`src/rtl/rx_timestamp_unit.sv`:
```
// Free-running {secs,nsecs} time-of-day counter with host load detect, plus a show-ahead
// FIFO of 64-bit timestamps captured on rx frame-start strobes.
module rx_timestamp_unit #(
  parameter int NS_PER_CLK = 4,
  parameter int NS_WRAP    = 1_000_000_000,
  parameter int FIFO_AW    = 4
) (
  input  logic        trn_clk,
  input  logic        reset,
  input  logic [31:0] sys_nsecs,
  input  logic [31:0] sys_secs,
  input  logic        rx_timestamp_en,
  input  logic        rx_sof_strobe,
  output logic        ts_valid,
  output logic [63:0] ts_data,
  input  logic        ts_ready,
  output logic [31:0] cur_nsecs,
  output logic [31:0] cur_secs,
  output logic [15:0] ts_drop_cnt
);
  localparam int DEPTH = 1 << FIFO_AW;

  logic [31:0] prev_nsecs, prev_secs;
  logic        nload, sload, wrap;
  logic [31:0] nload_val;
  logic [32:0] sum, diff;

  assign nload     = sys_nsecs != prev_nsecs;
  assign sload     = sys_secs  != prev_secs;
  assign nload_val = (sys_nsecs >= 32'(NS_WRAP)) ? 32'd0 : sys_nsecs;
  assign sum       = {1'b0, cur_nsecs} + 33'(NS_PER_CLK);
  assign diff      = sum - 33'(NS_WRAP);
  // no borrow out of sum - NS_WRAP means sum >= NS_WRAP
  assign wrap      = !diff[32];

  always_ff @(posedge trn_clk) begin
    if (reset) begin
      prev_nsecs <= '0;
      prev_secs  <= '0;
      cur_nsecs  <= '0;
      cur_secs   <= '0;
    end else begin
      prev_nsecs <= sys_nsecs;
      prev_secs  <= sys_secs;
      if (nload)      cur_nsecs <= nload_val;
      else if (wrap)  cur_nsecs <= diff[31:0];
      else            cur_nsecs <= sum[31:0];
      // a load on either field suppresses the carry into secs
      if (sload)              cur_secs <= sys_secs;
      else if (wrap && !nload) cur_secs <= cur_secs + 32'd1;
    end
  end

  logic [63:0]        mem [DEPTH];
  logic [FIFO_AW-1:0] wr_ptr, rd_ptr, rd_ptr_nx;
  logic [FIFO_AW:0]   count;
  logic               full, push_req, pop, push, drop;
  logic [63:0]        cap;

  assign cap       = {cur_secs, cur_nsecs};
  assign full      = count == (FIFO_AW+1)'(DEPTH);
  assign push_req  = rx_sof_strobe && rx_timestamp_en;
  assign pop       = ts_valid && ts_ready;
  assign push      = push_req && (!full || pop);
  assign drop      = push_req && !push;
  assign rd_ptr_nx = rd_ptr + 1'b1;

  always_ff @(posedge trn_clk) begin
    if (push) mem[wr_ptr] <= cap;
  end

  always_ff @(posedge trn_clk) begin
    if (reset) begin
      wr_ptr      <= '0;
      rd_ptr      <= '0;
      count       <= '0;
      ts_valid    <= 1'b0;
      ts_data     <= '0;
      ts_drop_cnt <= '0;
    end else begin
      if (push) wr_ptr <= wr_ptr + 1'b1;
      if (pop)  rd_ptr <= rd_ptr_nx;
      case ({push, pop})
        2'b10:   count <= count + 1'b1;
        2'b01:   count <= count - 1'b1;
        default: count <= count;
      endcase
      // head register: next entry comes from memory, or straight from the
      // capture when the popped entry was the only one queued
      if (pop) begin
        if (count > (FIFO_AW+1)'(1)) begin
          ts_data <= mem[rd_ptr_nx];
        end else begin
          ts_valid <= push;
          if (push) ts_data <= cap;
        end
      end else if (push && !ts_valid) begin
        ts_valid <= 1'b1;
        ts_data  <= cap;
      end
      if (drop && ts_drop_cnt != 16'hFFFF) ts_drop_cnt <= ts_drop_cnt + 16'd1;
    end
  end
endmodule

```
`config.mk`:
```
export PLATFORM = sky130hd
export DESIGN_NAME = rx_timestamp_unit
export DESIGN_NICKNAME = d
export VERILOG_FILES = /design/src/rtl/rx_timestamp_unit.sv
export SDC_FILE = /design/constraint.sdc
export NUM_CORES = 1
export LEC_CHECK = 0
export BUFFER_PORTS_ARGS = -buffer_cell sky130_fd_sc_hd__buf_2
export CAP_MARGIN = 20
export CORE_UTILIZATION = 50
export CTS_CLUSTER_SIZE = 40
export DETAILED_ROUTE_END_ITERATION = 8
export PLACE_DENSITY = 0.79
export SETUP_SLACK_MARGIN = 0.4
export SLEW_MARGIN = 10
export SYNTH_ARGS = -nofsm -noshare
export SYNTH_HDL_FRONTEND = slang
export SYNTH_SLANG_ARGS = --single-unit
```
`constraint.sdc`:
```
create_clock -name trn_clk -period 7.4 [get_ports trn_clk]
set_input_delay 1.48 -clock trn_clk [delete_from_list [all_inputs] [get_ports trn_clk]]
set_output_delay 1.48 -clock trn_clk [all_outputs]
set_load 0.01 [all_outputs]
```
==> reports/metrics.cfg <==
[timing]
setup_viol = 0
skew_ns = 0.03594
slew-limit-headroom_pct = 24.83
fin_crit_sh_pct = 66.70
fmax_mhz = 202.6
fin_crit_ns = 4.936
maxSlewViolCount = 0
setup_tns_ns = 0
worst_slew_pin_slew_ns = 1.128
fin_hold_ws_ns = 0.4923
rsz0062_at_grt = false
hold_violations = 0

[drt]
first_pass_iters = 8
dr_wl_met2_um = 58670
avgViaCountPerCell = 6.198
drtAntennaViolNets = 0
finalWirelength_um = 118700
drt-met1-wl_um = 45680
wl_per_cell_um = 26.45
vias = 27820
wl_met3_um = 10760
remaining_drc_errors = 0
drt-initial-drc-count = 3182
top_layer = met5

[cts]
clock_latency_ns = 0.70
cts.repair.resized = 0
postCtsSetupBuffers = 0
cts_tree = done
cts_buffer_depth = 3
clkSinkCount = 1246
hold_buffers = 0
cts_made_buffers = 116
clk_pin_slew_worst_paths_ns = 0.06
cts_root_buf = clkbuf_16
h-tree-depth = 3

[yosys]
async_reset_ff_share_pct = 0
synth_ff_type = edfxtp_1
synthTopCellsByCount = edfxtp_1 (1024), mux4_2 (256), dfxtp_1 (222)
synth_edf_count = 1024
synth.top_cell.area_share_pct = 62.03
yosysMostFrequentCell = edfxtp_1
synth_cell_types = 80
syn_inst = 2856
syn_nets = 2937
synth_area_um2 = 49570
ys_seq_area_share_pct = 70.99
synth_area_per_cell_um2 = 17.36
yosysTopAreaCell = edfxtp_1
ys_ff_latch = 1246
synth_area_leaders = edfxtp_1 (62%), mux4_2 (12%), dfxtp_1 (9.0%)
ys_warn_count = 0

[worst_setup_path]
cp-startpoint = cur_nsecs[2]
timing.rr.start = cur_nsecs[2]
rr_endpoint = cur_secs[17]
crit_arrival_ns = 5.52
reg2reg_depth = 10
worst-setup-path-type = reg2reg
rrSetupSlack_ns = 2.46
critPathCapture = cur_secs[17]
critPathMaxFanout = 22
crit_required_ns = 7.99
crit_path_start_kind = flop
end_kind = flop

[global_routing]
grtUsageTotal_pct = 23.62
grt_pass1_wl_um = 175800
antenna_found_initial = 23
grt_pass1_vias = 27540
grt_max_degree = 129
overflow = 0

[place]
place.gp.congestion = 0.9098
hpwl_um = 70530
io_buffer_count = 213

[floorplanning]
dieWidth_um = 316.9
initial_core_util_pct = 50.44
pin_count = 214
rows = 115
die_h_um = 316.9
coreArea_um2 = 98280
die_area_um2 = 100400

[final_layout]
syn_to_final_growth_pct = 13.96
regArea_um2 = 35200
fill_cells = 7127
drive_above_1_share_pct = 24.17
finish.net_count = 3170
multi_input_area_um2 = 13810

[run]
maxCapViolCount = 0

[power_and_ir_drop]
p_leak_nw = 18.48
peakVddDrop_mv = 0.2236
p_per_area_nw_per_um2 = 258.8

[hold_path]
worstHoldPathType = reg2reg

[status]
status = finished, final reports clean

-- stage by stage --
step | setup slack (ns) | cell area (µm²) | util, % | power, mW | std cells
finish | 2.464 | 56490 | 57.48 | 14.62 | 4488
global route | 2.220 | 56490 | 57.48 | 15.01 | 4486
CTS | 2.635 | 56460 | 57.45 | 14.68 | 4476
detailed placement | 2.549 | 52530 | 53.45 | 8.620 | 4257
global placement | 2.606 | 52480 | 53.40 | 8.600 | 4254
floorplan | 1.760 | 49590 | - | 8.338 | 2856
-- area by class of cell --
type,instances,area share (%)
clock inverters,64,1.380
clock buffers,155,5.581
diodes,11,0.04873
flip-flops and latches,1246,62.30
multi-input cells,1407,24.44
inverters,29,0.1927
repair buffers,289,3.200
well taps,1287,2.850
-- placed cells by master (no fill, tap or decap), types with 12 or more instances in the layout --
master,count
nor2_4,14
o21ai_1,22
nand2b_1,12
mux4_2,256
dfxtp_1,221
xor2_1,64
and3_1,18
buf_2,212
a211oi_1,71
a31oi_1,18
inv_1,29
nand3_1,36
nor3_1,17
nor2_1,137
buf_4,62
xnor2_1,81
nand2_1,88
buf_12,12
nand4_1,32
bufinv_16,16
mux2i_1,68
edfxtp_1,1024
a21oi_1,79
clkinv_1,15
nor4_1,16
clkbuf_16,119
clkbuf_1,32
nor2b_1,122
clkinv_2,18
o21ai_0,19
a222oi_1,64
-- sequential cells by signal (all words and copies together), names as in the netlist --
signal	cells
wr_ptr	4
cur_nsecs	32
count	5
ts_drop_cnt	16
ts_data	64
prev_secs	32
ts_valid	1
prev_nsecs	32
cur_secs	32
rd_ptr	4
mem	1024
-- how the worst min path moves through the flow --
stage           startpoint          end  slack [ns]  cells past startpoint
3_3_place_gp   ts_data[20]  ts_data[20]        0.48                      2
2_1_floorplan    rd_ptr[1]    rd_ptr[1]        0.45                      2
4_1_cts        ts_data[31]  ts_data[31]        0.50                      2
6_report       ts_data[31]  ts_data[31]        0.49                      2
5_1_grt        ts_data[30]  ts_data[30]        0.53                      2
3_5_place_dp   ts_data[31]  ts_data[31]        0.48                      2
-- report_power, final --
| part | switching [mW] | leakage, nW | internal (mW) |
|---|---|---|---|
| logic | 0.436 | 5.19 | 0.317 |
| registers | 0.0885 | 11.4 | 7.64 |
| clock network | 2.58 | 1.91 | 3.56 |
-- layer usage --
metal,vias up,GRT usage [%]
met5,-,0
met2,1316,38.34
met1,14330,31.60
met3,220,5.295
li1,11940,-
met4,10,8.140
-- cell families after synthesis --
| kind of cell | Yosys count | synth area share (%) |
|---|---|---|
| xor gates and xnor gates | 148 | 2.630 |
| AOI/OAI and AO/OA | 369 | 5.535 |
| and+or+nand+nor | 554 | 5.921 |
| DFF | 1246 | 70.99 |
| muxes | 324 | 13.00 |
| buffers and inverters | 203 | 1.615 |
| adders and majority gates | 12 | 0.3029 |
-- critical path, stage by stage (launching register included) --
cell      delay, ns
dfxtp_1        0.80
ha_1           0.35
nand3_1        0.25
nor4_4         0.51
xnor2_1        0.27
and4_1         0.30
nand3_2        0.14
a211oi_2       0.91
o31ai_2        0.44
or4_1          0.58
a311oi_1       0.29
Power figures use the tool's default switching activity.
